$ cat src/rtl/rom_load_sequencer_pkg.sv
// -----------------------------------------------------------------------------
// rom_load_pkg
// Shared definitions for the ROM load sequencer:
//   state_e     - sequencer states (EMPTY, LOAD, WRITE, HOLD, RUN)
//   region_hit  - half-open range test used by the region decoder
// -----------------------------------------------------------------------------
package rom_load_pkg;

    typedef enum logic [2:0] {
        ST_EMPTY = 3'd0,
        ST_LOAD  = 3'd1,
        ST_WRITE = 3'd2,
        ST_HOLD  = 3'd3,
        ST_RUN   = 3'd4
    } state_e;

    // Widest region address the helper supports; callers zero-extend into it.
    localparam int ADDR_MAX_W = 32;

    // True when base <= addr < base + size. The limit is one bit wider than
    // the operands so a region ending exactly at the top of the address
    // space does not wrap to zero.
    function automatic logic region_hit(
        input logic [ADDR_MAX_W-1:0] addr,
        input logic [ADDR_MAX_W-1:0] base,
        input logic [ADDR_MAX_W-1:0] size
    );
        logic [ADDR_MAX_W:0] limit;
        limit      = {1'b0, base} + {1'b0, size};
        region_hit = (addr >= base) && ({1'b0, addr} < limit);
    endfunction

endpackage

$ cat src/rtl/rom_load_sequencer_decode.sv
// -----------------------------------------------------------------------------
// rom_region_decode
// Combinational region decoder. The lowest-index region containing addr wins.
//   addr        in   AW    download byte address
//   hit         out  NREG  one-hot winning region (all zero when none)
//   any_hit     out  1     some region contains addr
//   local_addr  out  AW    addr minus the winning region's base
// -----------------------------------------------------------------------------
module rom_region_decode
    import rom_load_pkg::*;
#(
    parameter int                 AW       = 17,
    parameter int                 NREG     = 4,
    parameter logic [AW*NREG-1:0] REG_BASE = '0,
    parameter logic [AW*NREG-1:0] REG_SIZE = '0
) (
    input  logic [AW-1:0]   addr,
    output logic [NREG-1:0] hit,
    output logic            any_hit,
    output logic [AW-1:0]   local_addr
);

    // Priority scan: once a region matches, later regions are masked off.
    always_comb begin
        logic match;
        hit        = '0;
        any_hit    = 1'b0;
        local_addr = '0;
        match      = 1'b0;
        for (int i = 0; i < NREG; i++) begin
            match      = !any_hit &&
                         region_hit(ADDR_MAX_W'(addr),
                                    ADDR_MAX_W'(REG_BASE[AW*i +: AW]),
                                    ADDR_MAX_W'(REG_SIZE[AW*i +: AW]));
            hit[i]     = match;
            local_addr = match ? (addr - REG_BASE[AW*i +: AW]) : local_addr;
            any_hit    = any_hit | match;
        end
    end

endmodule

$ cat src/rtl/rom_load_sequencer.sv
// -----------------------------------------------------------------------------
// rom_load_sequencer
// Steers HPS ioctl download bytes into per-region ROM write ports, paces the
// writes with ioctl_wait, and holds the game core in reset for the download
// plus a fixed post-load stretch.
//   clk_sys, reset       clock, synchronous active-high reset
//   ioctl_download/wr/addr/dout   HPS download interface (inputs)
//   ioctl_wait           backpressure to HPS
//   mem_we/addr/din      one-hot region write port, held WR_CYC clocks
//   core_reset           game core reset (low only in RUN)
//   load_done            a complete load finished since reset
//   byte_count, checksum statistics of the current/last load
//   err_range, err_ovf   sticky drop flags for the current/last load
// -----------------------------------------------------------------------------
module rom_load_sequencer
    import rom_load_pkg::*;
#(
    parameter int                 AW       = 17,
    parameter int                 NREG     = 4,
    parameter logic [AW*NREG-1:0] REG_BASE = '0,
    parameter logic [AW*NREG-1:0] REG_SIZE = '0,
    parameter int                 WR_CYC   = 2,
    parameter int                 HOLD_CYC = 16
) (
    input  logic            clk_sys,
    input  logic            reset,
    input  logic            ioctl_download,
    input  logic            ioctl_wr,
    input  logic [24:0]     ioctl_addr,
    input  logic [7:0]      ioctl_dout,
    output logic            ioctl_wait,
    output logic [NREG-1:0] mem_we,
    output logic [AW-1:0]   mem_addr,
    output logic [7:0]      mem_din,
    output logic            core_reset,
    output logic            load_done,
    output logic [AW:0]     byte_count,
    output logic [15:0]     checksum,
    output logic            err_range,
    output logic            err_ovf
);

    localparam logic [3:0]  WR_LAST   = 4'(WR_CYC - 1);
    localparam logic [15:0] HOLD_LAST = 16'(HOLD_CYC - 1);
    localparam logic [AW:0] COUNT_MAX = {1'b1, {AW{1'b0}}};

    state_e          state_q,      state_d;
    logic            skid_full_q,  skid_full_d;
    logic [AW-1:0]   skid_addr_q,  skid_addr_d;
    logic [7:0]      skid_data_q,  skid_data_d;
    logic [3:0]      wr_cnt_q,     wr_cnt_d;
    logic [15:0]     hold_cnt_q,   hold_cnt_d;
    logic [NREG-1:0] mem_we_q,     mem_we_d;
    logic [AW-1:0]   mem_addr_q,   mem_addr_d;
    logic [7:0]      mem_din_q,    mem_din_d;
    logic            ioctl_wait_q, ioctl_wait_d;
    logic            core_reset_q, core_reset_d;
    logic            load_done_q,  load_done_d;
    logic [AW:0]     byte_count_q, byte_count_d;
    logic [15:0]     checksum_q,   checksum_d;
    logic            err_range_q,  err_range_d;
    logic            err_ovf_q,    err_ovf_d;

    logic [NREG-1:0] dec_hit_s;
    logic            dec_any_s;
    logic [AW-1:0]   dec_local_s;
    logic            wr_last_s;
    logic            pop_s;
    logic            accepting_s;
    logic            unused_addr_s;

    // Address bits above AW play no part in region selection.
    assign unused_addr_s = ^ioctl_addr[24:AW];

    rom_region_decode #(
        .AW       (AW),
        .NREG     (NREG),
        .REG_BASE (REG_BASE),
        .REG_SIZE (REG_SIZE)
    ) u_decode (
        .addr       (skid_addr_q),
        .hit        (dec_hit_s),
        .any_hit    (dec_any_s),
        .local_addr (dec_local_s)
    );

    assign wr_last_s   = (wr_cnt_q == WR_LAST);
    assign accepting_s = (state_q == ST_LOAD) || (state_q == ST_WRITE);
    // The skid drains from LOAD, or back-to-back on a write's final clock so
    // a queued byte starts its write without an idle LOAD clock in between.
    assign pop_s       = skid_full_q &&
                         ((state_q == ST_LOAD) || ((state_q == ST_WRITE) && wr_last_s));

    // Next-state, skid, write port and statistics logic.
    always_comb begin
        state_d      = state_q;
        skid_full_d  = skid_full_q;
        skid_addr_d  = skid_addr_q;
        skid_data_d  = skid_data_q;
        wr_cnt_d     = wr_cnt_q;
        hold_cnt_d   = hold_cnt_q;
        mem_we_d     = mem_we_q;
        mem_addr_d   = mem_addr_q;
        mem_din_d    = mem_din_q;
        load_done_d  = load_done_q;
        byte_count_d = byte_count_q;
        checksum_d   = checksum_q;
        err_range_d  = err_range_q;
        err_ovf_d    = err_ovf_q;

        case (state_q)
            ST_EMPTY, ST_RUN: begin
                if (ioctl_download) begin
                    state_d      = ST_LOAD;
                    byte_count_d = '0;
                    checksum_d   = 16'h0000;
                    err_range_d  = 1'b0;
                    err_ovf_d    = 1'b0;
                end else begin
                    state_d = state_q;
                end
            end
            ST_LOAD: begin
                if (pop_s && dec_any_s) begin
                    state_d = ST_WRITE;
                end else if (!ioctl_download && !skid_full_q && !ioctl_wr) begin
                    state_d    = ST_HOLD;
                    hold_cnt_d = 16'h0000;
                end else begin
                    state_d = ST_LOAD;
                end
            end
            ST_WRITE: begin
                if (!wr_last_s) begin
                    wr_cnt_d = wr_cnt_q + 4'd1;
                end else if (pop_s && dec_any_s) begin
                    // Chained write; the pop block below reloads the port.
                    state_d = ST_WRITE;
                end else if (skid_full_q || ioctl_download || ioctl_wr) begin
                    state_d  = ST_LOAD;
                    mem_we_d = '0;
                end else begin
                    // Download is over and nothing is queued: start the stretch
                    // on the same edge the write ends.
                    state_d    = ST_HOLD;
                    hold_cnt_d = 16'h0000;
                    mem_we_d   = '0;
                end
            end
            ST_HOLD: begin
                if (ioctl_download) begin
                    state_d      = ST_LOAD;
                    byte_count_d = '0;
                    checksum_d   = 16'h0000;
                    err_range_d  = 1'b0;
                    err_ovf_d    = 1'b0;
                end else if (hold_cnt_q == HOLD_LAST) begin
                    state_d     = ST_RUN;
                    load_done_d = 1'b1;
                end else begin
                    hold_cnt_d = hold_cnt_q + 16'd1;
                end
            end
            default: begin
                state_d = ST_EMPTY;
            end
        endcase

        // Drain the skid: launch a write or drop an out-of-range byte.
        if (pop_s) begin
            skid_full_d = 1'b0;
            if (dec_any_s) begin
                mem_we_d   = dec_hit_s;
                mem_addr_d = dec_local_s;
                mem_din_d  = skid_data_q;
                wr_cnt_d   = 4'd0;
                checksum_d = checksum_q + {8'h00, skid_data_q};
                if (byte_count_q != COUNT_MAX) begin
                    byte_count_d = byte_count_q + {{AW{1'b0}}, 1'b1};
                end else begin
                    byte_count_d = byte_count_q;
                end
            end else begin
                err_range_d = 1'b1;
            end
        end else begin
            skid_full_d = skid_full_q;
        end

        // Capture a strobe; a slot freed by this clock's pop is reusable.
        if (accepting_s && ioctl_wr) begin
            if (!skid_full_q || pop_s) begin
                skid_full_d = 1'b1;
                skid_addr_d = ioctl_addr[AW-1:0];
                skid_data_d = ioctl_dout;
            end else begin
                err_ovf_d = 1'b1;
            end
        end else begin
            skid_addr_d = skid_addr_d;
        end

        // Registered versions of the status outputs, from next-state values.
        ioctl_wait_d = skid_full_d || (state_d == ST_WRITE);
        core_reset_d = (state_d != ST_RUN);
    end

    // State and output registers with synchronous reset.
    always_ff @(posedge clk_sys) begin
        if (reset) begin
            state_q      <= ST_EMPTY;
            skid_full_q  <= 1'b0;
            skid_addr_q  <= '0;
            skid_data_q  <= 8'h00;
            wr_cnt_q     <= 4'd0;
            hold_cnt_q   <= 16'h0000;
            mem_we_q     <= '0;
            mem_addr_q   <= '0;
            mem_din_q    <= 8'h00;
            ioctl_wait_q <= 1'b0;
            core_reset_q <= 1'b1;
            load_done_q  <= 1'b0;
            byte_count_q <= '0;
            checksum_q   <= 16'h0000;
            err_range_q  <= 1'b0;
            err_ovf_q    <= 1'b0;
        end else begin
            state_q      <= state_d;
            skid_full_q  <= skid_full_d;
            skid_addr_q  <= skid_addr_d;
            skid_data_q  <= skid_data_d;
            wr_cnt_q     <= wr_cnt_d;
            hold_cnt_q   <= hold_cnt_d;
            mem_we_q     <= mem_we_d;
            mem_addr_q   <= mem_addr_d;
            mem_din_q    <= mem_din_d;
            ioctl_wait_q <= ioctl_wait_d;
            core_reset_q <= core_reset_d;
            load_done_q  <= load_done_d;
            byte_count_q <= byte_count_d;
            checksum_q   <= checksum_d;
            err_range_q  <= err_range_d;
            err_ovf_q    <= err_ovf_d;
        end
    end

    assign ioctl_wait = ioctl_wait_q;
    assign mem_we     = mem_we_q;
    assign mem_addr   = mem_addr_q;
    assign mem_din    = mem_din_q;
    assign core_reset = core_reset_q;
    assign load_done  = load_done_q;
    assign byte_count = byte_count_q;
    assign checksum   = checksum_q;
    assign err_range  = err_range_q;
    assign err_ovf    = err_ovf_q;

endmodule
$ cat config.mk
export PLATFORM = sky130hd
export DESIGN_NAME = rom_load_sequencer
export DESIGN_NICKNAME = d
export VERILOG_FILES = /design/src/rtl/rom_load_sequencer_pkg.sv /design/src/rtl/rom_load_sequencer_decode.sv /design/src/rtl/rom_load_sequencer.sv
export SDC_FILE = /design/constraint.sdc
export NUM_CORES = 1
export LEC_CHECK = 0
export CELL_PAD_IN_SITES_DETAIL_PLACEMENT = 1
export CELL_PAD_IN_SITES_GLOBAL_PLACEMENT = 2
export CORE_MARGIN = 2
export CORE_UTILIZATION = 18
export CTS_CLUSTER_DIAMETER = 60
export DETAILED_ROUTE_END_ITERATION = 16
export GPL_ROUTABILITY_DRIVEN = 0
export PLACE_DENSITY_LB_ADDON = 0.1
export SLEW_MARGIN = 20
export SYNTH_ARGS = -nofsm -noshare
export SYNTH_HDL_FRONTEND = slang
export SYNTH_SLANG_ARGS = --single-unit
export TNS_END_PERCENT = 5
$ cat constraint.sdc
create_clock -name clk_sys -period 2.2 [get_ports clk_sys]
set_clock_uncertainty 0.1 [all_clocks]
set_input_delay 0.66 -clock clk_sys [delete_from_list [all_inputs] [get_ports clk_sys]]
set_output_delay 0.66 -clock clk_sys [all_outputs]
set_load 0.05 [all_outputs]
==> reports/results.txt, run 1 <==
period utilization: 97.42%
cts bufs inserted: 5
Setup-failing EPs final: 0
CP cell instances: dlygate4sd2_1 -> nor3_2 -> maj3_2 -> o211ai_4 -> buf_6 -> or3_1 -> a21oi_2
Via density: 3.797
Top Ports: 105
Leakage: 0.9039 nW
arrival time at the worst endpoint: 2.26 ns
f_max: 0.4666 GHz
CTS Sinks: 29
CTS Hold Bufs: 0
sequential-to-total area share from yosys stat: 30.35%
async set-reset flop share out of synthesis: 0%
cells after synthesis: 233
die height: 107.1 µm
Die ar.: 0.01147 mm²
design area: 0.002238 mm²
Slew Limit Fails: 0
CP max FO: 8
CP startpoint kind: primary input
I/O Buffers: 8
nets: 312
Yosys reg bits: 29
clock period minus worst slack: 2.143 ns
Worst Hold Class: reg -> reg
Syn Area/Cell: 8.211 µm²
WS Path Type: in -> reg
DR DRC count: 0
first-pass GRT wire length: 7376 µm
Core Area: 0.01032 mm²
clock root buffer: clkbuf_8
final hold vios: 0
Yosys Warn Count: 0
vias in the first global route: 1486
Avg WL per Cell: 11.49 µm
share of post-route cells with drive strength above 1: 19.05%
CP max-delay cell: or3_1
Max Cap Viol: 0
grt total ovfl: 0
slowest stage delay, CP: 0.36 ns
Initial DRC Count: 19
ys flop type: dfxtp_1
DR pass1 iterations: 4
Initial Util: 18.53%
dpl hpwl: 3567 µm
Die X: 107.1 µm
# H-tree levels: 2
P&R area growth vs syn: 17.00%
Antenna Cells: 0
initial antenna violation count: 0
Synth area leader: dfxtp_1
critical path required time: 2.32 ns
synthesized cell area: 0.001913 mm²
Worst-Skew Late Latency: 0.28 ns
Synth area leaders: dfxtp_1, buf_4, a21oi_1
Power Density: 607.6 mW/mm²
clock buffer depth: 2
Std-Cell Rows: 37
Global Route Usage Sum: 8.321%
Reg clk slew, reported paths: 0.07 ns
post-layout util: 21.68%
status: finished clean
crit end category: flip-flop
TritonCTS clock tree: yes
Worst VDD drop: 174.8 µV
post-synth cell types: 44
Post-Route WL: 4699 µm
Post-synth EDFFs: 0
area share of the largest cell type after synthesis: 30.35%
largest net degree at the start of global routing: 16
DP Area: 0.002113 mm²
antenna viol nets, final: 0
via count: 1553
==> power breakdown <==
group,internal [mW],switching [mW]
sequential,0.536,0.0119
clock,0.219,0.218
combinational,0.0628,0.313
total,0.818,0.542
==> synthesized netlist by cell type (3+ instances only) <==
master / n
a21oi_1: 21
buf_4: 63
dfxtp_1: 29
ha_1: 3
inv_1: 9
nand2_1: 6
nand2b_1: 3
nand3_1: 7
nand4_1: 4
nor2_1: 12
nor3_1: 4
nor4_1: 4
o21a_1: 3
o21ai_0: 12
o21ai_1: 4
or3_1: 13
==> final timing paths <==
check | slack (ns) | from | to | cells past startpoint
setup / recovery | 0.06 | ioctl_wr | hold_cnt_q[8]$_SDFFE_PP0P_ | 7
hold / removal | 0.36 | err_ovf$_SDFF_PP0_ | err_ovf$_SDFF_PP0_ | 2
setup reg to reg | 0.10 | wr_cnt_q[1]$_SDFFE_PP0P_ | hold_cnt_q[8]$_SDFFE_PP0P_ | 8
hold reg to reg | 0.36 | err_ovf$_SDFF_PP0_ | err_ovf$_SDFF_PP0_ | 2
==> through the flow <==
stage               TNS (ns)  hold slack [ns]  total power, mW  setup WS [ns]  cells
global placement      -8.622           0.3531           0.9287        -0.6061    398
global route        -0.01281           0.3816            1.442       -0.01281    409
CTS                        0           0.3702            1.393        0.04235    409
floorplan                  0           0.3405           0.9525        0.06312    295
detailed placement    -8.857           0.3572           0.9281        -0.6150    398
finish                     0           0.3642            1.360        0.05685    409
==> layer usage <==
layer	vias up	share of wire [%]	GRT usage (%)
met5	-	0	0
li1	769	-	-
met3	5	4.9	2.796
met4	0	1.2	2.505
met1	740	44	9.945
met2	39	50	14.06
==> cells by family (layout without fill, tap and decap cells) <==
| family | Yosys count | count (layout) | synth area share, % |
|---|---|---|---|
| compound gates | 55 | 55 | 19.10 |
| simple gates | 66 | 66 | 19.55 |
| xor+xnor | 2 | 2 | 0.9158 |
| flops | 29 | 29 | 30.35 |
| buf+inv | 76 | 54 | 27.40 |
| fa+ha+maj | 4 | 4 | 2.486 |
| other cells | 1 | 63 | 0.1960 |
==> registers in the layout, summed over array words and instances, names as in the netlist <==
name and count:
ioctl_wait 1, core_reset 1, err_range 1, state_q 3, hold_cnt_q 16, wr_cnt_q 4, err_ovf 1, load_done 1
skid_full_q 1
==> cells in the final DEF, fill, tap and decap left out, types with 4 or more instances in the layout <==
cell / count
nand4_1: 4
or3_1: 13
a21oi_1: 20
clkbuf_8: 5
conb_1: 63
o21ai_1: 4
inv_1: 9
nand3_1: 7
o21ai_0: 12
buf_4: 30
nor2_1: 12
nand2_1: 6
nor4_1: 4
dfxtp_1: 29
==> final cells by class <==
cell class	count	area [µm²]
fill	1254	8085
multi-input combinational	190	1062
sequential	29	580.6
timing repair buffer	37	309.0
tap	136	170.2
clock buffer	6	72.57
inverter	9	33.78
clock inverter	2	10.01
==> timing repair <==
item	in CTS	in global routing
setup endpoints to repair	16	5
setup buffers	2	0
pin swaps	4	3
gates resized for setup	6	1
cloned	1	0
==> worst max-delay path: cells and delay by family <==
| kind | cells | cell delay (ns) |
|---|---|---|
| adders and majority gates | 1 | 0.29 |
| AOI/OAI and AO/OA | 2 | 0.29 |
| and+or+nand+nor | 2 | 0.60 |
| buffers and inverters | 2 | 0.41 |
Power figures use the tool's default switching activity.
==> run 2, diff against run 1 <==
HOLD_SLACK_MARGIN = 0.08   (was default)
MAX_ROUTING_LAYER = met4   (was default)
SETUP_SLACK_MARGIN = 0.2   (was default)
==> reports/results.txt, run 2 (synthesized netlist as in run 1, its figures left out) <==
CP startpoint kind: flip-flop (was primary input)
Worst Hold Class: reg -> reg (unchanged)
critical path required time: 2.32 ns (about the same)
Antenna Cells: 0 (unchanged)
I/O Buffers: 8 (unchanged)
Max Cap Viol: 0 (unchanged)
DP Worst Slack: -0.5049 ns (was -0.6150 ns)
final worst slack: 0.05274 ns (was 0.05685 ns)
slowest stage delay, CP: 0.40 ns (was 0.36 ns)
initial antenna violation count: 0 (unchanged)
status: finished clean (unchanged)
# H-tree levels: 2 (unchanged)
buffer and inverter count on the worst path: 2 (unchanged)
hold_ws: 0.3546 ns (was 0.3642 ns)
RSZ-0062 raised after global routing: true
CTS Hold Bufs: 0 (unchanged)
Die ar.: 0.01147 mm² (unchanged)
TritonCTS clock tree: yes (unchanged)
CTS Sinks: 29 (unchanged)
antenna viol nets, final: 0 (unchanged)
Via density: 3.811 (was 3.797)
via count: 1570 (was 1553)
crit end category: flip-flop (unchanged)
Fin Setup TNS: 0 ns (unchanged)
die height: 107.1 µm (unchanged)
Slew Limit Fails: 0 (unchanged)
clock root buffer: clkbuf_8 (unchanged)
grt total ovfl: 0 (unchanged)
clock period minus worst slack: 2.147 ns (was 2.143 ns)
f_max: 0.4657 GHz (was 0.4666 GHz)
Die X: 107.1 µm (unchanged)
CP max-delay cell: or3b_4 (was or3_1)
Global Route Usage Sum: 9.036% (was 8.321%)
final hold vios: 0 (unchanged)
Largest Register: hold_cnt_q (unchanged)
most frequent cells in the layout: conb_1, buf_4, dfxtp_1 (unchanged)
family with the most delay on the worst path: simple AND/OR/NAND/NOR gates (unchanged)
cts bufs inserted: 5 (unchanged)
Leakage: 0.9371 nW (was 0.9039 nW)
first-pass GRT wire length: 7817 µm (was 7376 µm)
nets: 315 (was 312)
DR pass1 iterations: 3 (was 4)
Reg clk slew, reported paths: 0.07 ns (about the same)
Setup-failing EPs final: 0 (unchanged)
design area: 0.002318 mm² (was 0.002238 mm²)
share of post-route cells with drive strength above 1: 21.74% (was 19.05%)
Power Density: 622.3 mW/mm² (was 607.6 mW/mm²)
DR DRC count: 0 (unchanged)
Initial Util: 18.53% (unchanged)
largest net degree at the start of global routing: 14 (was 16)
period utilization: 97.60% (was 97.42%)
WS Path Type: reg -> reg (was in -> reg)
DP Area: 0.002107 mm² (was 0.002113 mm²)
Std-Cell Rows: 37 (unchanged)
top flop regs: hold_cnt_q (16), wr_cnt_q (4), state_q (3) (unchanged)
CP max FO: 5 (was 8)
max FFs per register: 16 (unchanged)
most common cell after layout, fill and taps aside: conb_1 (unchanged)
dpl hpwl: 3750 µm (was 3567 µm)
Worst VDD drop: 161.1 µV (was 174.8 µV)
Post-Route WL: 5112 µm (was 4699 µm)
vias in the first global route: 1519 (was 1486)
clock buffer depth: 2 (unchanged)
P&R area growth vs syn: 21.19% (was 17.00%)
Avg WL per Cell: 12.41 µm (was 11.49 µm)
arrival time at the worst endpoint: 2.27 ns (was 2.26 ns)
Core Area: 0.01032 mm² (unchanged)
CP cell instances: inv_1 -> ha_1 -> or3b_4 -> a21oi_4 -> o2111ai_4 -> buf_6 -> or3_1 -> a21oi_2 (was dlygate4sd2_1 -> nor3_2 -> maj3_2 -> o211ai_4 -> buf_6 -> or3_1 -> a21oi_2)
Top Ports: 105 (unchanged)
Worst-Skew Late Latency: 0.29 ns (was 0.28 ns)
Initial DRC Count: 32 (was 19)
-- run 2: repair_timing --
action                                 CTS  global route
setup endpoints to repair               18            17
gates resized for setup                  6            11
endpoints found under the hold margin    0             0
setup buffers                            3             4
pin swaps                                7             6
-- run 2: cell type report --
cell class	count	area [µm²]
well taps	136	170.2
clock buffers	7	96.34
multi-input cells	190	1092
flip-flops and latches	29	584.3
inverters	9	33.78
fillers	1242	8005
repair buffers	40	336.6
clock inverters	1	5.005
-- run 2: power by group --
group          internal [mW]  switching [mW]
sequential             0.536          0.0123
combinational         0.0640           0.317
clock                  0.283           0.231
-- run 2: worst register-to-register path, cell delays in order, from the launching register on --
cell and delay [ns]:
dfxtp_1 0.31, inv_1 0.05, ha_1 0.14, or3b_4 0.40, a21oi_4 0.23, o2111ai_4 0.22
buf_6 0.18, or3_1 0.32, a21oi_2 0.13
-- run 2: metal layers --
metal	global-route usage [%]	up-vias	part of all wire, %
met5	-	-	0
met4	2.134	0	0.33
met3	2.918	2	4.4
met2	15.05	39	51
met1	10.58	750	44
li1	-	779	-
-- run 2: per-stage QoR --
| step | cells | power, mW | util (%) |
|---|---|---|---|
| final | 412 | 1.443 | 22.46 |
| after global routing | 412 | 1.523 | 22.46 |
| after CTS | 408 | 1.468 | 21.86 |
| after detailed placement | 397 | 0.9288 | 20.41 |
| after global placement | 397 | 0.9287 | 20.41 |
| after floorplan | 295 | 0.9556 | - |
-- run 2: path summary, 6_finish.rpt --
kind	from	slack, ns	cells after the start	endpoint
max reg2reg	wr_cnt_q[1]$_SDFFE_PP0P_	0.05	8	hold_cnt_q[7]$_SDFFE_PP0P_
min reg2reg	err_ovf$_SDFF_PP0_	0.35	2	err_ovf$_SDFF_PP0_
max	wr_cnt_q[1]$_SDFFE_PP0P_	0.05	8	hold_cnt_q[7]$_SDFFE_PP0P_
min	err_ovf$_SDFF_PP0_	0.35	2	err_ovf$_SDFF_PP0_
==> run 3, diff against run 2 <==
CORE_MARGIN = default   (was 2)
==> reports/results.txt, run 3 (synthesized netlist as in run 1, its figures left out) <==
Std-Cell Rows: 37 (unchanged)
status: finished clean (unchanged)
largest net degree at the start of global routing: 14 (unchanged)
I/O Buffers: 8 (unchanged)
f_max: 0.4702 GHz (was 0.4657 GHz)
Power Density: 621.4 mW/mm² (was 622.3 mW/mm²)
cts bufs inserted: 5 (unchanged)
Multi-input gate area: 0.001132 mm² (was 0.001092 mm²)
# H-tree levels: 2 (unchanged)
CP startpoint kind: flip-flop (unchanged)
clock period minus worst slack: 2.127 ns (was 2.147 ns)
CP max-delay cell: or4_4 (was or3b_4)
Die ar.: 0.01105 mm² (was 0.01147 mm²)
slowest stage delay, CP: 0.54 ns (was 0.40 ns)
Fin Setup TNS: 0 ns (unchanged)
Setup-failing EPs final: 0 (unchanged)
via count: 1540 (was 1570)
fill count: 1252 (was 1242)
Initial DRC Count: 42 (was 32)
critical path required time: 2.32 ns (about the same)
CP max FO: 7 (was 5)
WS Path Type: reg -> reg (unchanged)
clock buffer depth: 2 (unchanged)
die height: 105.1 µm (was 107.1 µm)
Top Ports: 105 (unchanged)
grt total ovfl: 0 (unchanged)
TritonCTS clock tree: yes (unchanged)
hold_ws: 0.3550 ns (was 0.3546 ns)
Initial Util: 18.53% (unchanged)
crit end category: flip-flop (unchanged)
Worst-Skew Late Latency: 0.28 ns (was 0.29 ns)
buffer and inverter count on the worst path: 1 (was 2)
Worst Hold Class: reg -> reg (unchanged)
initial antenna violation count: 0 (unchanged)
DR pass1 iterations: 4 (was 3)
storage element area: 585.6 µm² (was 584.3 µm²)
family with the most delay on the worst path: simple AND/OR/NAND/NOR gates (unchanged)
Largest Register: hold_cnt_q (unchanged)
most frequent cells in the layout: conb_1, buf_4, dfxtp_1 (unchanged)
most common cell after layout, fill and taps aside: conb_1 (unchanged)
Max Cap Viol: 0 (unchanged)
final worst slack: 0.07331 ns (was 0.05274 ns)
max FFs per register: 16 (unchanged)
Antenna Cells: 0 (unchanged)
CP cell instances: inv_2 -> ha_4 -> or3b_4 -> a21oi_4 -> o211ai_4 -> or4_4 -> a21oi_2 (was inv_1 -> ha_1 -> or3b_4 -> a21oi_4 -> o2111ai_4 -> buf_6 -> or3_1 -> a21oi_2)
DP Worst Slack: -0.4797 ns (was -0.5049 ns)
Avg WL per Cell: 11.41 µm (was 12.41 µm)
Reg clk slew, reported paths: 0.07 ns (about the same)
Worst VDD drop: 186.3 µV (was 161.1 µV)
Core Area: 0.01032 mm² (unchanged)
antenna viol nets, final: 0 (unchanged)
final hold vios: 0 (unchanged)
CTS Sinks: 29 (unchanged)
Die X: 105.1 µm (was 107.1 µm)
period utilization: 96.67% (was 97.60%)
arrival time at the worst endpoint: 2.25 ns (was 2.27 ns)
DP Area: 0.002107 mm² (unchanged)
Leakage: 0.9098 nW (was 0.9371 nW)
dpl hpwl: 3545 µm (was 3750 µm)
vias in the first global route: 1440 (was 1519)
clock root buffer: clkbuf_8 (unchanged)
Global Route Usage Sum: 8.978% (was 9.036%)
top flop regs: hold_cnt_q (16), wr_cnt_q (4), state_q (3) (unchanged)
first-pass GRT wire length: 7576 µm (was 7817 µm)
DR DRC count: 0 (unchanged)
Slew Limit Fails: 0 (unchanged)
CTS Hold Bufs: 0 (unchanged)
Via density: 3.784 (was 3.811)
Final Power: 1.434 mW (was 1.443 mW)
P&R area growth vs syn: 20.60% (was 21.19%)
Post-Route WL: 4642 µm (was 5112 µm)
nets: 310 (was 315)
RSZ-0062 raised after global routing: true (unchanged)
share of post-route cells with drive strength above 1: 22.88% (was 21.74%)
design area: 0.002307 mm² (was 0.002318 mm²)
==> run 3: cell types whose count changed in the layout (fill, tap and decap cells not counted), moves of 2 or more <==
cell | previous run | this run
buf_6 | 5 | 1
a21oi_1 | 20 | 17
a21oi_2 | 1 | 4
nor4_1 | 4 | 1
nor4_2 | 0 | 3
o21ai_0 | 10 | 12
o21ai_1 | 6 | 4
==> run 3: worst paths after layout <==
check	from	end	slack [ns]	cells past startpoint
worst max-delay path	wr_cnt_q[1]$_SDFFE_PP0P_	hold_cnt_q[10]$_SDFFE_PP0P_	0.07	7
worst min-delay path	err_ovf$_SDFF_PP0_	err_ovf$_SDFF_PP0_	0.35	2
worst min register to register	err_ovf$_SDFF_PP0_	err_ovf$_SDFF_PP0_	0.35	2
worst max register to register	wr_cnt_q[1]$_SDFFE_PP0P_	hold_cnt_q[10]$_SDFFE_PP0P_	0.07	7
==> run 3: per-layer routing <==
layer  routed length [µm]  track usage [%]
met3                  171            2.121
met1                 2143            11.44
met5                    0                -
met2                 2299            14.33
met4                   27            2.113
==> run 3: power breakdown <==
group / switching (mW) / total (mW) / internal (mW) / leakage, nW
Sequential: 0.0138 / 0.550 / 0.536 / 0.236
Combinational: 0.313 / 0.377 / 0.0641 / 0.620
Clock: 0.224 / 0.507 / 0.283 / 0.0542
==> run 3: what timing repair did <==
| action | CTS | global route |
|---|---|---|
| buffers inserted | 1 | 1 |
| setup endpoints to repair | 18 | 17 |
| pin swaps | 7 | 5 |
| hold endpoints to repair | 0 | 0 |
| resized for setup | 12 | 7 |
==> run 3: final cells by class <==
| cell class | count | share of cell area (%) |
|---|---|---|
| Sequential cell | 29 | 25.38 |
| Clock inverter | 1 | 0.2169 |
| Inverter | 9 | 1.464 |
| Multi-Input combinational cell | 190 | 49.08 |
| Tap cell | 136 | 7.375 |
| Timing Repair Buffer | 35 | 12.31 |
| Clock buffer | 7 | 4.176 |
==> run 3: metrics by stage <==
stage	std cells	util (%)
global route	407	22.35
global placement	397	20.41
finish	407	22.35
floorplan	295	-
detailed placement	397	20.41
CTS	406	21.96
==> run 3: worst register-to-register path, delay by kind of cell, from the launching register on <==
family          cells  cell delay [ns]
simple gates        2             0.95
compound gates      3             0.52
flops               1             0.32
fa+ha+maj           1             0.12
buf+inv             1             0.06
